===== src/rtl/mem_arb_pkg.sv =====
// Shared types and default constants for the fetch/data memory arbiter.
package mem_arb_pkg;

   localparam int DEF_DATA_WIDTH     = 32;
   localparam int DEF_MAX_DM_STREAK  = 4;
   localparam int DEF_TIMEOUT_CYCLES = 255;

   // Instruction fetches always read the whole word.
   localparam logic [3:0] FETCH_BE = 4'b1111;

   typedef enum logic [1:0] {
      IDLE  = 2'd0,
      ISSUE = 2'd1,
      WAIT  = 2'd2
   } state_t;

   typedef enum logic {
      OWN_IF = 1'b0,
      OWN_DM = 1'b1
   } owner_t;

   // Fields forwarded to the memory for one access.
   typedef struct packed {
      logic                      we;
      logic [3:0]                be;
      logic [DEF_DATA_WIDTH-1:0] addr;
      logic [DEF_DATA_WIDTH-1:0] wdata;
   } req_t;

   // A fetch is a plain full-word read with no write data.
   function automatic req_t fetch_bundle(input logic [DEF_DATA_WIDTH-1:0] addr);
      req_t r;
      r       = '0;
      r.we    = 1'b0;
      r.be    = FETCH_BE;
      r.addr  = addr;
      r.wdata = {DEF_DATA_WIDTH{1'b0}};
      return r;
   endfunction

endpackage


===== src/rtl/mem_arbiter_if.sv =====
// Bus bundle between the core requesters, the arbiter and the memory model.
interface mem_arbiter_if #(
   parameter int DATA_WIDTH = 32
);
   logic                  if_req;
   logic [DATA_WIDTH-1:0] if_addr;
   logic [DATA_WIDTH-1:0] if_rdata;
   logic                  if_ready;

   logic                  dm_req;
   logic                  dm_we;
   logic [3:0]            dm_be;
   logic [DATA_WIDTH-1:0] dm_addr;
   logic [DATA_WIDTH-1:0] dm_wdata;
   logic [DATA_WIDTH-1:0] dm_rdata;
   logic                  dm_ready;

   logic                  mem_req;
   logic                  mem_we;
   logic [3:0]            mem_be;
   logic [DATA_WIDTH-1:0] mem_addr;
   logic [DATA_WIDTH-1:0] mem_wdata;
   logic                  mem_rvalid;
   logic [DATA_WIDTH-1:0] mem_rdata;

   logic                  stall;
   logic                  err;

   // Arbiter view.
   modport slave (
      input  if_req, if_addr,
      input  dm_req, dm_we, dm_be, dm_addr, dm_wdata,
      input  mem_rvalid, mem_rdata,
      output if_rdata, if_ready,
      output dm_rdata, dm_ready,
      output mem_req, mem_we, mem_be, mem_addr, mem_wdata,
      output stall, err
   );

   // Requester and memory side view.
   modport master (
      output if_req, if_addr,
      output dm_req, dm_we, dm_be, dm_addr, dm_wdata,
      output mem_rvalid, mem_rdata,
      input  if_rdata, if_ready,
      input  dm_rdata, dm_ready,
      input  mem_req, mem_we, mem_be, mem_addr, mem_wdata,
      input  stall, err
   );
endinterface


===== src/rtl/mem_arb_timer.sv =====
// WAIT-state watchdog: counts cycles without a memory response and flags
// the last allowed cycle.
module mem_arb_timer
   import mem_arb_pkg::*;
#(
   parameter int TIMEOUT_CYCLES = DEF_TIMEOUT_CYCLES
) (
   input  logic clk,
   input  logic rst,
   input  logic clr,
   input  logic en,
   output logic expire
);

   localparam int            TW   = $clog2(TIMEOUT_CYCLES + 1);
   localparam logic [TW-1:0] LAST = TW'(TIMEOUT_CYCLES - 1);

   logic [TW-1:0] count_r;

   // Cycle counter: cleared when an access is issued, advanced while waiting.
   always_ff @(posedge clk) begin
      if (rst) begin
         count_r <= '0;
      end else if (clr) begin
         count_r <= '0;
      end else if (en) begin
         count_r <= count_r + TW'(1);
      end else begin
         count_r <= count_r;
      end
   end

   assign expire = (count_r == LAST);

endmodule


===== src/rtl/mem_arbiter.sv =====
// Arbiter sharing one single-port memory between instruction fetch and the
// memory stage. Each access runs IDLE -> ISSUE -> WAIT; data wins ties unless
// it has already won MAX_DM_STREAK times in a row while a fetch was waiting.
module mem_arbiter
   import mem_arb_pkg::*;
#(
   parameter int DATA_WIDTH     = DEF_DATA_WIDTH,
   parameter int MAX_DM_STREAK  = DEF_MAX_DM_STREAK,
   parameter int TIMEOUT_CYCLES = DEF_TIMEOUT_CYCLES
) (
   input logic          clk,
   input logic          rst,
   mem_arbiter_if.slave bus
);

   localparam int            SW         = $clog2(MAX_DM_STREAK + 1);
   localparam logic [SW-1:0] STREAK_MAX = SW'(MAX_DM_STREAK);

   state_t                state_r;
   state_t                state_next_s;
   owner_t                owner_r;
   logic [SW-1:0]         streak_r;
   logic [SW-1:0]         streak_next_s;
   req_t                  mem_fields_r;
   logic                  err_r;

   logic                  grant_dm_s;
   logic                  grant_if_s;
   logic                  mem_req_s;
   logic                  timer_clr_s;
   logic                  timer_en_s;
   logic                  timer_expire_s;
   logic                  timeout_s;
   logic                  if_ready_s;
   logic                  dm_ready_s;
   logic [DATA_WIDTH-1:0] if_rdata_s;
   logic [DATA_WIDTH-1:0] dm_rdata_s;

   mem_arb_timer #(
      .TIMEOUT_CYCLES (TIMEOUT_CYCLES)
   ) u_timer (
      .clk    (clk),
      .rst    (rst),
      .clr    (timer_clr_s),
      .en     (timer_en_s),
      .expire (timer_expire_s)
   );

   // Arbitration and next streak value, evaluated only while idle.
   always_comb begin
      grant_dm_s    = 1'b0;
      grant_if_s    = 1'b0;
      streak_next_s = streak_r;
      if (state_r == IDLE) begin
         if (bus.dm_req && !(bus.if_req && (streak_r == STREAK_MAX))) begin
            grant_dm_s = 1'b1;
            if (bus.if_req) begin
               if (streak_r != STREAK_MAX) begin
                  streak_next_s = streak_r + SW'(1);
               end else begin
                  streak_next_s = streak_r;
               end
            end else begin
               streak_next_s = '0;
            end
         end else if (bus.if_req) begin
            grant_if_s    = 1'b1;
            streak_next_s = '0;
         end else begin
            grant_dm_s    = 1'b0;
            grant_if_s    = 1'b0;
         end
      end else begin
         streak_next_s = streak_r;
      end
   end

   // State register.
   always_ff @(posedge clk) begin
      if (rst) begin
         state_r <= IDLE;
      end else begin
         state_r <= state_next_s;
      end
   end

   // Next-state logic.
   always_comb begin
      state_next_s = state_r;
      case (state_r)
         IDLE: begin
            if (bus.if_req || bus.dm_req) begin
               state_next_s = ISSUE;
            end else begin
               state_next_s = IDLE;
            end
         end
         ISSUE: begin
            state_next_s = WAIT;
         end
         WAIT: begin
            if (bus.mem_rvalid || timer_expire_s) begin
               state_next_s = IDLE;
            end else begin
               state_next_s = WAIT;
            end
         end
         default: begin
            state_next_s = IDLE;
         end
      endcase
   end

   // Outputs: issue strobe, timer control, and completion routed to the owner.
   always_comb begin
      mem_req_s   = 1'b0;
      timer_clr_s = 1'b0;
      timer_en_s  = 1'b0;
      timeout_s   = 1'b0;
      if_ready_s  = 1'b0;
      dm_ready_s  = 1'b0;
      if_rdata_s  = {DATA_WIDTH{1'b0}};
      dm_rdata_s  = {DATA_WIDTH{1'b0}};
      case (state_r)
         IDLE: begin
            mem_req_s = 1'b0;
         end
         ISSUE: begin
            mem_req_s   = 1'b1;
            timer_clr_s = 1'b1;
         end
         WAIT: begin
            if (bus.mem_rvalid) begin
               if (owner_r == OWN_DM) begin
                  dm_ready_s = 1'b1;
                  dm_rdata_s = bus.mem_rdata;
               end else begin
                  if_ready_s = 1'b1;
                  if_rdata_s = bus.mem_rdata;
               end
            end else if (timer_expire_s) begin
               // Abort: the owner is released with zero data.
               timeout_s = 1'b1;
               if (owner_r == OWN_DM) begin
                  dm_ready_s = 1'b1;
               end else begin
                  if_ready_s = 1'b1;
               end
            end else begin
               timer_en_s = 1'b1;
            end
         end
         default: begin
            mem_req_s = 1'b0;
         end
      endcase
   end

   // Latch the winner, its fields and the updated streak on a grant.
   always_ff @(posedge clk) begin
      if (rst) begin
         owner_r      <= OWN_IF;
         streak_r     <= '0;
         mem_fields_r <= '0;
      end else if (grant_dm_s) begin
         owner_r      <= OWN_DM;
         streak_r     <= streak_next_s;
         mem_fields_r <= '{we: bus.dm_we, be: bus.dm_be,
                           addr: bus.dm_addr, wdata: bus.dm_wdata};
      end else if (grant_if_s) begin
         owner_r      <= OWN_IF;
         streak_r     <= streak_next_s;
         mem_fields_r <= fetch_bundle(bus.if_addr);
      end else begin
         owner_r      <= owner_r;
         streak_r     <= streak_r;
         mem_fields_r <= mem_fields_r;
      end
   end

   // Sticky timeout flag; only reset clears it.
   always_ff @(posedge clk) begin
      if (rst) begin
         err_r <= 1'b0;
      end else if (timeout_s) begin
         err_r <= 1'b1;
      end else begin
         err_r <= err_r;
      end
   end

   assign bus.mem_req   = mem_req_s;
   assign bus.mem_we    = mem_fields_r.we;
   assign bus.mem_be    = mem_fields_r.be;
   assign bus.mem_addr  = mem_fields_r.addr;
   assign bus.mem_wdata = mem_fields_r.wdata;
   assign bus.if_ready  = if_ready_s;
   assign bus.if_rdata  = if_rdata_s;
   assign bus.dm_ready  = dm_ready_s;
   assign bus.dm_rdata  = dm_rdata_s;
   assign bus.err       = err_r;
   assign bus.stall     = (bus.if_req & ~if_ready_s) | (bus.dm_req & ~dm_ready_s);

endmodule


===== src/flat_wrapper.sv =====
// flat-port wrapper written by rule: the top's interface ports become plain ports
module mem_arbiter_flat import mem_arb_pkg::*;
#(
   parameter int DATA_WIDTH     = DEF_DATA_WIDTH,
   parameter int MAX_DM_STREAK  = DEF_MAX_DM_STREAK,
   parameter int TIMEOUT_CYCLES = DEF_TIMEOUT_CYCLES
)
  (clk, rst, bus_if_req, bus_if_addr, bus_dm_req, bus_dm_we, bus_dm_be, bus_dm_addr, bus_dm_wdata, bus_mem_rvalid, bus_mem_rdata, bus_if_rdata, bus_if_ready, bus_dm_rdata, bus_dm_ready, bus_mem_req, bus_mem_we, bus_mem_be, bus_mem_addr, bus_mem_wdata, bus_stall, bus_err);
  mem_arbiter_if #(.DATA_WIDTH(DATA_WIDTH)) bus_i ();
  input logic clk;
  input logic rst;
  input wire logic [$bits(bus_i.if_req)-1:0] bus_if_req;
  input wire logic [$bits(bus_i.if_addr)-1:0] bus_if_addr;
  input wire logic [$bits(bus_i.dm_req)-1:0] bus_dm_req;
  input wire logic [$bits(bus_i.dm_we)-1:0] bus_dm_we;
  input wire logic [$bits(bus_i.dm_be)-1:0] bus_dm_be;
  input wire logic [$bits(bus_i.dm_addr)-1:0] bus_dm_addr;
  input wire logic [$bits(bus_i.dm_wdata)-1:0] bus_dm_wdata;
  input wire logic [$bits(bus_i.mem_rvalid)-1:0] bus_mem_rvalid;
  input wire logic [$bits(bus_i.mem_rdata)-1:0] bus_mem_rdata;
  output wire logic [$bits(bus_i.if_rdata)-1:0] bus_if_rdata;
  output wire logic [$bits(bus_i.if_ready)-1:0] bus_if_ready;
  output wire logic [$bits(bus_i.dm_rdata)-1:0] bus_dm_rdata;
  output wire logic [$bits(bus_i.dm_ready)-1:0] bus_dm_ready;
  output wire logic [$bits(bus_i.mem_req)-1:0] bus_mem_req;
  output wire logic [$bits(bus_i.mem_we)-1:0] bus_mem_we;
  output wire logic [$bits(bus_i.mem_be)-1:0] bus_mem_be;
  output wire logic [$bits(bus_i.mem_addr)-1:0] bus_mem_addr;
  output wire logic [$bits(bus_i.mem_wdata)-1:0] bus_mem_wdata;
  output wire logic [$bits(bus_i.stall)-1:0] bus_stall;
  output wire logic [$bits(bus_i.err)-1:0] bus_err;
  assign bus_i.if_req = bus_if_req;
  assign bus_i.if_addr = bus_if_addr;
  assign bus_i.dm_req = bus_dm_req;
  assign bus_i.dm_we = bus_dm_we;
  assign bus_i.dm_be = bus_dm_be;
  assign bus_i.dm_addr = bus_dm_addr;
  assign bus_i.dm_wdata = bus_dm_wdata;
  assign bus_i.mem_rvalid = bus_mem_rvalid;
  assign bus_i.mem_rdata = bus_mem_rdata;
  assign bus_if_rdata = bus_i.if_rdata;
  assign bus_if_ready = bus_i.if_ready;
  assign bus_dm_rdata = bus_i.dm_rdata;
  assign bus_dm_ready = bus_i.dm_ready;
  assign bus_mem_req = bus_i.mem_req;
  assign bus_mem_we = bus_i.mem_we;
  assign bus_mem_be = bus_i.mem_be;
  assign bus_mem_addr = bus_i.mem_addr;
  assign bus_mem_wdata = bus_i.mem_wdata;
  assign bus_stall = bus_i.stall;
  assign bus_err = bus_i.err;
  mem_arbiter #(.DATA_WIDTH(DATA_WIDTH), .MAX_DM_STREAK(MAX_DM_STREAK), .TIMEOUT_CYCLES(TIMEOUT_CYCLES)) u_core (.clk(clk), .rst(rst), .bus(bus_i));
endmodule

===== config.mk =====
export PLATFORM = sky130hd
export DESIGN_NAME = mem_arbiter_flat
export DESIGN_NICKNAME = d
export VERILOG_FILES = /design/src/rtl/mem_arb_pkg.sv /design/src/rtl/mem_arbiter_if.sv /design/src/rtl/mem_arb_timer.sv /design/src/rtl/mem_arbiter.sv /design/src/flat_wrapper.sv
export SDC_FILE = /design/constraint.sdc
export NUM_CORES = 1
export LEC_CHECK = 0
export BUFFER_PORTS_ARGS = -buffer_cell sky130_fd_sc_hd__buf_2
export CAP_MARGIN = 25
export CORE_AREA = 3 3 107 109
export CTS_BUF_LIST = sky130_fd_sc_hd__clkbuf_4
export CTS_CLUSTER_SIZE = 28
export DETAILED_ROUTE_END_ITERATION = 12
export DIE_AREA = 0 0 110 112
export PLACE_DENSITY_LB_ADDON = 0.2
export SLEW_MARGIN = 20
export SYNTH_ARGS = -nofsm -noshare
export SYNTH_HDL_FRONTEND = slang
export SYNTH_SLANG_ARGS = --single-unit

===== constraint.sdc =====
create_clock -name clk -period 2 [get_ports clk]
set_input_delay 0.4 -clock clk [delete_from_list [all_inputs] [get_ports clk]]
set_output_delay 0.4 -clock clk [all_outputs]
set_load 0.02 [all_outputs]

After elaboration in Yosys (flattened, before gate mapping)
Index checks and enable logic that the tools add are counted.
Operators by class
  muxes and demuxes: 40
  $add $sub $neg: 2
  reductions and logical operators: 8
  equality and inequality tests: 5
  bitwise operators: 5
Operators with widths (count)
  32-bit 2-to-1 mux: 6
  69-bit 2-to-1 mux: 2
  1-bit 2-to-1 mux: 23
  3-bit 2-to-1 mux: 7
  8-bit by 1-bit adder with 8-bit output (second input constant): 1
  8-bit equality test (second input constant): 1
  2-bit one-hot mux with 3 select lines: 1
  3-bit by 1-bit adder with 3-bit output (second input constant): 1
  3-bit equality test (second input constant): 1
  3-bit inequality test (second input constant): 1
  1-bit bitwise AND: 2
  2-bit by 1-bit equality test with 1-bit output (second input constant): 1
  2-bit equality test (second input constant): 1
  1-bit logical AND: 2
  2-bit logical NOT: 1
  1-bit logical OR: 2
  2-bit 2-to-1 mux: 1
  1-bit inverter: 2
  2-bit nonzero test: 1
  2-bit OR reduction: 1
  1-bit logical NOT: 1
  1-bit OR: 1
Word-level totals
  word-level logic and storage cells: 69
  register bits after elaboration: 84
  output and inout port bits: 138
  bits of input ports: 138

Longest topological paths before layout
  word-level depth: 8
  gate-level depth with buffers: 8
  mapped depth without buffers: 6

Cells and area by module
Synthesis repeated with hierarchy kept, for this count alone.
Second synthesis, totals
  cell total of the unflattened synthesis: 506
  area, all modules: 4250.3 sq um
By module, submodules not included
  mem_arbiter: cells an instance 464, seq. area each 1521.5 sq um, area an instance 3882.5 sq um, instances 1
  mem_arb_timer: cells an instance 42, seq. area each 160.2 sq um, area an instance 367.9 sq um, instances 1

Worst setup path before layout
Ideal clock, no wire load.
  path type: reg-to-output
  start: reg u_core.u_timer.count_r[0]
  end: out bus_stall
  data required time: 1.600 ns
  cell stages (with the launch flop): 7
  arrival: 1.390 ns
  setup slack: 0.210 ns
  path buffers: 0
  cell sequence: dfxtp_1 > inv_1 > ha_1 > nand3_1 > o21bai_1 > nand2_1 > o32a_1
On the way
  cells in the longest elaborated chain, start to end: 7
  elaborated cells between the ends (all ways): 12
  those cells by class: eq/ne: 1; mux: 6; bitwise: 5
RTL lines
  start, declared: RTL line mem_arb_timer.sv:18  | logic [TW-1:0] count_r;
  start signal, assigned: RTL line mem_arb_timer.sv:27  | count_r <= count_r + TW'(1);
  start signal, assigned: RTL line mem_arb_timer.sv:29  | count_r <= count_r;
  8-bit equality test (*): RTL line mem_arb_timer.sv:33  | assign expire = (count_r == LAST);
  1-bit 2-to-1 mux: RTL line mem_arbiter.sv:141  | end else if (timer_expire_s) begin
  1-bit 2-to-1 mux: RTL line mem_arbiter.sv:133  | if (bus.mem_rvalid) begin
  1-bit 2-to-1 mux: RTL line mem_arbiter.sv:124  | case (state_r)
  1-bit inverter: RTL line mem_arbiter.sv:202  | assign bus.stall = (bus.if_req & ~if_ready_s) | (bus.dm_req & ~dm_ready_s);
  1-bit bitwise AND: RTL line mem_arbiter.sv:202
  1-bit OR (*): RTL line mem_arbiter.sv:202
  end, declared: RTL line flat_wrapper.sv:30  | output wire logic [$bits(bus_i.stall)-1:0] bus_stall;
Every way passes the cells marked *; elsewhere a longest branch is shown, timed or not.

Worst setup path after layout
Ends and elaborated chain as after synthesis.

==> summary.log <==
[yosys] synthesized instance count 443
[clock_network] clock edge transition at the registers on the reported setup and hold paths 0.13 ns
[final_layout] post-synthesis to final-layout area growth 66.7%
[sta] portion of the clock cycle consumed by the worst path in the final layout 108%
[clock_network] clock insertion delay at the later pin of the skew report 0.41 ns
[yosys] combinational family with the most area after synthesis simple AND/OR/NAND/NOR gates
[pwr] Final Total Pwr 0.00386 W
[global_route] wire length of the first global-routing pass 20700 µm
[sta] headroom to the max-slew limit 69.7%
[critical_path] cells on worst reg2reg path 6
[sta] setup repair after global routing missed its margin yes
[final_layout] proportion of layout cells with a drive suffix above 1 56.2%
[yosys] flip-flop and latch count after synthesis 84
[yosys] Synth Cell Area 3720 µm²
[placement] IO Port Bufs 275
[pwr] worst vdd ir 462 µV
[placement] final weighted congestion of routability-driven global placement 0.881
[critical_path] Buf/Inv on CP 2
[yosys] Compound-Gate Fraction of Synth Area 21.5%
[sta] Period minus WS final 2.16 ns
[final_layout] Final Core Density 58.0%
[sta] slew at the pin with the worst max-slew slack 0.451 ns
[floorplanning] die area 12300 µm²
[critical_path] maximum single-stage delay on the critical path 0.34 ns
[placement] post-place setup slack -0.0249 ns
[sta] number of max-slew violations in the final report 0
[critical_path] cell chain of the critical path inv_2 > ha_4 > nand3_4 > o21bai_4 > nand2_2 > o32a_1 > buf_6
[global_route] Remaining Overflow, GRT 0
[yosys] nets in the synthesized netlist 585
[run_status] violated checks negative setup slack
[clock_network] clock sink total 84
[floorplanning] cell row count 38
[sta] setup clock skew after layout 0.0153 ns
[job] number of max-cap violations 0
[clock_network] root cell of the clock tree sky130_fd_sc_hd__clkbuf_4
[placement] total cell area at the placement stage 5260 µm²
[routing] remaining routing DRC violations 0
[routing] count of nets left with antenna violations after detail routing 0
[final_layout] total non-filler cell area in the finished layout 6200 µm²
[hold_path] Hold Path Depth 3
[placement] number of cells after detailed placement 830
[sta] count of endpoints failing hold in the final timing report 0
[floorplanning] Initial Util 34.8%
[final_layout] number of nets in the layout 861
[yosys] leading cell types by total area after synthesis sky130_fd_sc_hd__dfxtp_1 45%, sky130_fd_sc_hd__and2_1 11%, sky130_fd_sc_hd__o221ai_1 7.5%
[hold_path] end point of the most critical hold path u_core.bus.mem_wdata[6]
[critical_path] required time of the critical path 1.60 ns
[critical_path] critical path startpoint category flip-flop
[hold_path] class of the tightest hold or removal check in -> reg
[routing] count of vias placed by the detailed router 4348
[floorplanning] horizontal extent of the die 110 µm
[critical_path] kind of cell adding the most delay to the critical path compound AO/OA/AOI/OAI gates
[yosys] area share of and/or/nand/nor cells after synthesis 25.7%
[pwr] power per unit of standard cell area 622 nW/µm²
[critical_path] CP Max Fanout 3
[floorplanning] area inside the core boundary 10700 µm²
[routing] drt wl/cell 16.9 µm
[placement] estimated wirelength of the detail-placed design 9280 µm
[clock_network] worst-case clock buffer depth 2
[global_route] total global routing track utilization 21.3%
[clock_network] TritonCTS clock tree yes
[routing] Routed WL 14600 µm
[routing] detailed-router iteration count before antenna repair 4
[sta] timing-limited maximum frequency 464 MHz
[yosys] Main synth FF type sky130_fd_sc_hd__dfxtp_1
[critical_path] slowest cell on the critical path sky130_fd_sc_hd__dfxtp_2
[yosys] mux cell area share after synthesis 0.269%
[yosys] count of flip-flops with a built-in enable after synthesis 0
[yosys] sequential area share after synthesis 45.2%
[global_route] largest net degree at the start of global routing 78
[final_layout] final standard cell count with taps included and fillers excluded 864
[critical_path] WP data arrival 1.76 ns
[routing] number of design-rule violations left by the first detailed-router iteration 386
[sta] setup violation total in the final timing report 66
[yosys] cell types with the highest counts after synthesis 84 x sky130_fd_sc_hd__dfxtp_1, 64 x sky130_fd_sc_hd__and2_1, 51 x sky130_fd_sc_hd__nor2_1
[sta] final setup margin -0.156 ns
[final_layout] fill cell total of the finished layout 984
[yosys] ys async rst share 0%
[critical_path] critical path start-end classification reg -> out
[critical_path] reg2reg setup slack 0.14 ns
[global_route] antenna violations before repair 1
[hold_path] Worst Min Path Start bus_dm_wdata[6]
[yosys] adder and majority cell fraction of the synthesized area 1.34%
[yosys] Mean Syn Cell Area 8.40 µm²
[final_layout] antenna cells 0
[critical_path] Worst Setup End Kind primary output
[floorplanning] boundary pin count 276
[critical_path] Reg-to-Reg End u_core.bus.mem_addr[8]
[global_route] vias in the first global route 4102
[clock_network] number of clock buffers inserted by TritonCTS 9
[yosys] yosys warns 0
[floorplanning] height of the chip 112 µm
[pwr] Lkg Pwr 2.96 nW
[yosys] most frequent cell after synthesis sky130_fd_sc_hd__dfxtp_1
[critical_path] RR Startpoint u_core.state_r[0]
[yosys] XOR/XNOR Fraction of Synth Area 0.941%
[yosys] post-synth top area share 45.2%
[yosys] post-synthesis cell type count 39
[yosys] biggest area consumer among synthesized cells sky130_fd_sc_hd__dfxtp_1
[run_status] outcome finished, violations left
[clock_network] count of hold buffers inserted by post-cts repair 0
[routing] via-per-instance ratio 5.03
[clock_network] CTS H-tree lvls 3
-- layer usage --
layer | share of wire, % | vias up | track usage [%]
met5 | 0.075 | - | 0
met4 | 1.6 | 2 | 5.99
met3 | 8.7 | 23 | 5.68
met2 | 51 | 179 | 35.8
met1 | 39 | 2034 | 26.7
li1 | - | 2110 | -
-- worst max path at each step --
stage / from / endpoint / cells past startpoint
2_1_floorplan: u_core.u_timer.count_r[0] / bus_stall / 6
3_3_place_gp: u_core.state_r[0] / bus_dm_rdata[0] / 4
3_5_place_dp: u_core.state_r[1] / bus_dm_rdata[30] / 4
4_1_cts: u_core.u_timer.count_r[3] / bus_stall / 5
5_1_grt: u_core.u_timer.count_r[0] / bus_stall / 7
6_report: u_core.u_timer.count_r[0] / bus_stall / 7
-- logic make-up after synthesis --
family,count (synthesis)
flops,84
simple gates,190
buf+inv,46
xor+xnor,4
compound gates,114
fa+ha+maj,4
mux,1
-- per-stage QoR --
stage          hold slack, ns  TNS, ns
3_5_place_dp            0.444  -0.0485
2_1_floorplan           0.436        0
5_1_grt                 0.189   -10.90
4_1_cts                 0.192    -4.34
6_report                0.231    -4.31
3_3_place_gp            0.441        0
-- area by class of cell --
cell class | instances | area [µm²] | share of cell area (%)
Timing Repair Buffer | 302 | 2060 | 33.2
Clock inverter | 6 | 65.1 | 1.05
Multi-Input combinational cell | 316 | 2120 | 34.1
Tap cell | 140 | 175 | 2.82
Clock buffer | 10 | 75.1 | 1.21
Sequential cell | 84 | 1690 | 27.3
Inverter | 6 | 22.5 | 0.363
-- state kept, by name (all words and copies together), names as in the netlist --
signal	count
u_core.bus.err	1
u_core.bus.mem_we	1
u_core.bus.mem_addr	32
u_core.bus.mem_wdata	32
u_core.u_timer.count_r	8
u_core.state_r	2
u_core.streak_r	3
u_core.bus.mem_be	4
u_core.owner_r	1
-- where the power goes --
part | internal, W | switching, W | leakage (nW)
logic | 0.000426 | 0.000607 | 2.20
registers | 0.00180 | 0.0000614 | 0.693
clock network | 0.000396 | 0.000569 | 0.0763
total | 0.00262 | 0.00124 | 2.96
-- layout by cell type (no fill, tap or decap), drive strengths merged, types with 2 or more instances in the layout --
master and n:
buf 302, dfxtp 84, and2 64, nor2 52, nand2 41, a21oi 36
a22oi 33, o221ai 32, clkbuf 10, nor3 7, nand3 7, and3 7
inv 6, nor2b 4, ha 4, clkinv 4, xor2 3, o211ai 3
o21ai 3, nand2b 2, or3 2
-- worst min-delay path: stages --
cell and delay, ns:
sky130_fd_sc_hd__buf_2 0.07, sky130_fd_sc_hd__a22oi_1 0.06, sky130_fd_sc_hd__nor2_1 0.07
-- repair_timing --
| item | in CTS | in global routing |
|---|---|---|
| setup buffers | 9 | 3 |
| gates cloned | 5 | 1 |
| setup endpoints to repair | 67 | 67 |
| resized for setup | 168 | 60 |
| pin swaps | 42 | 21 |
Power figures use the tool's default switching activity.
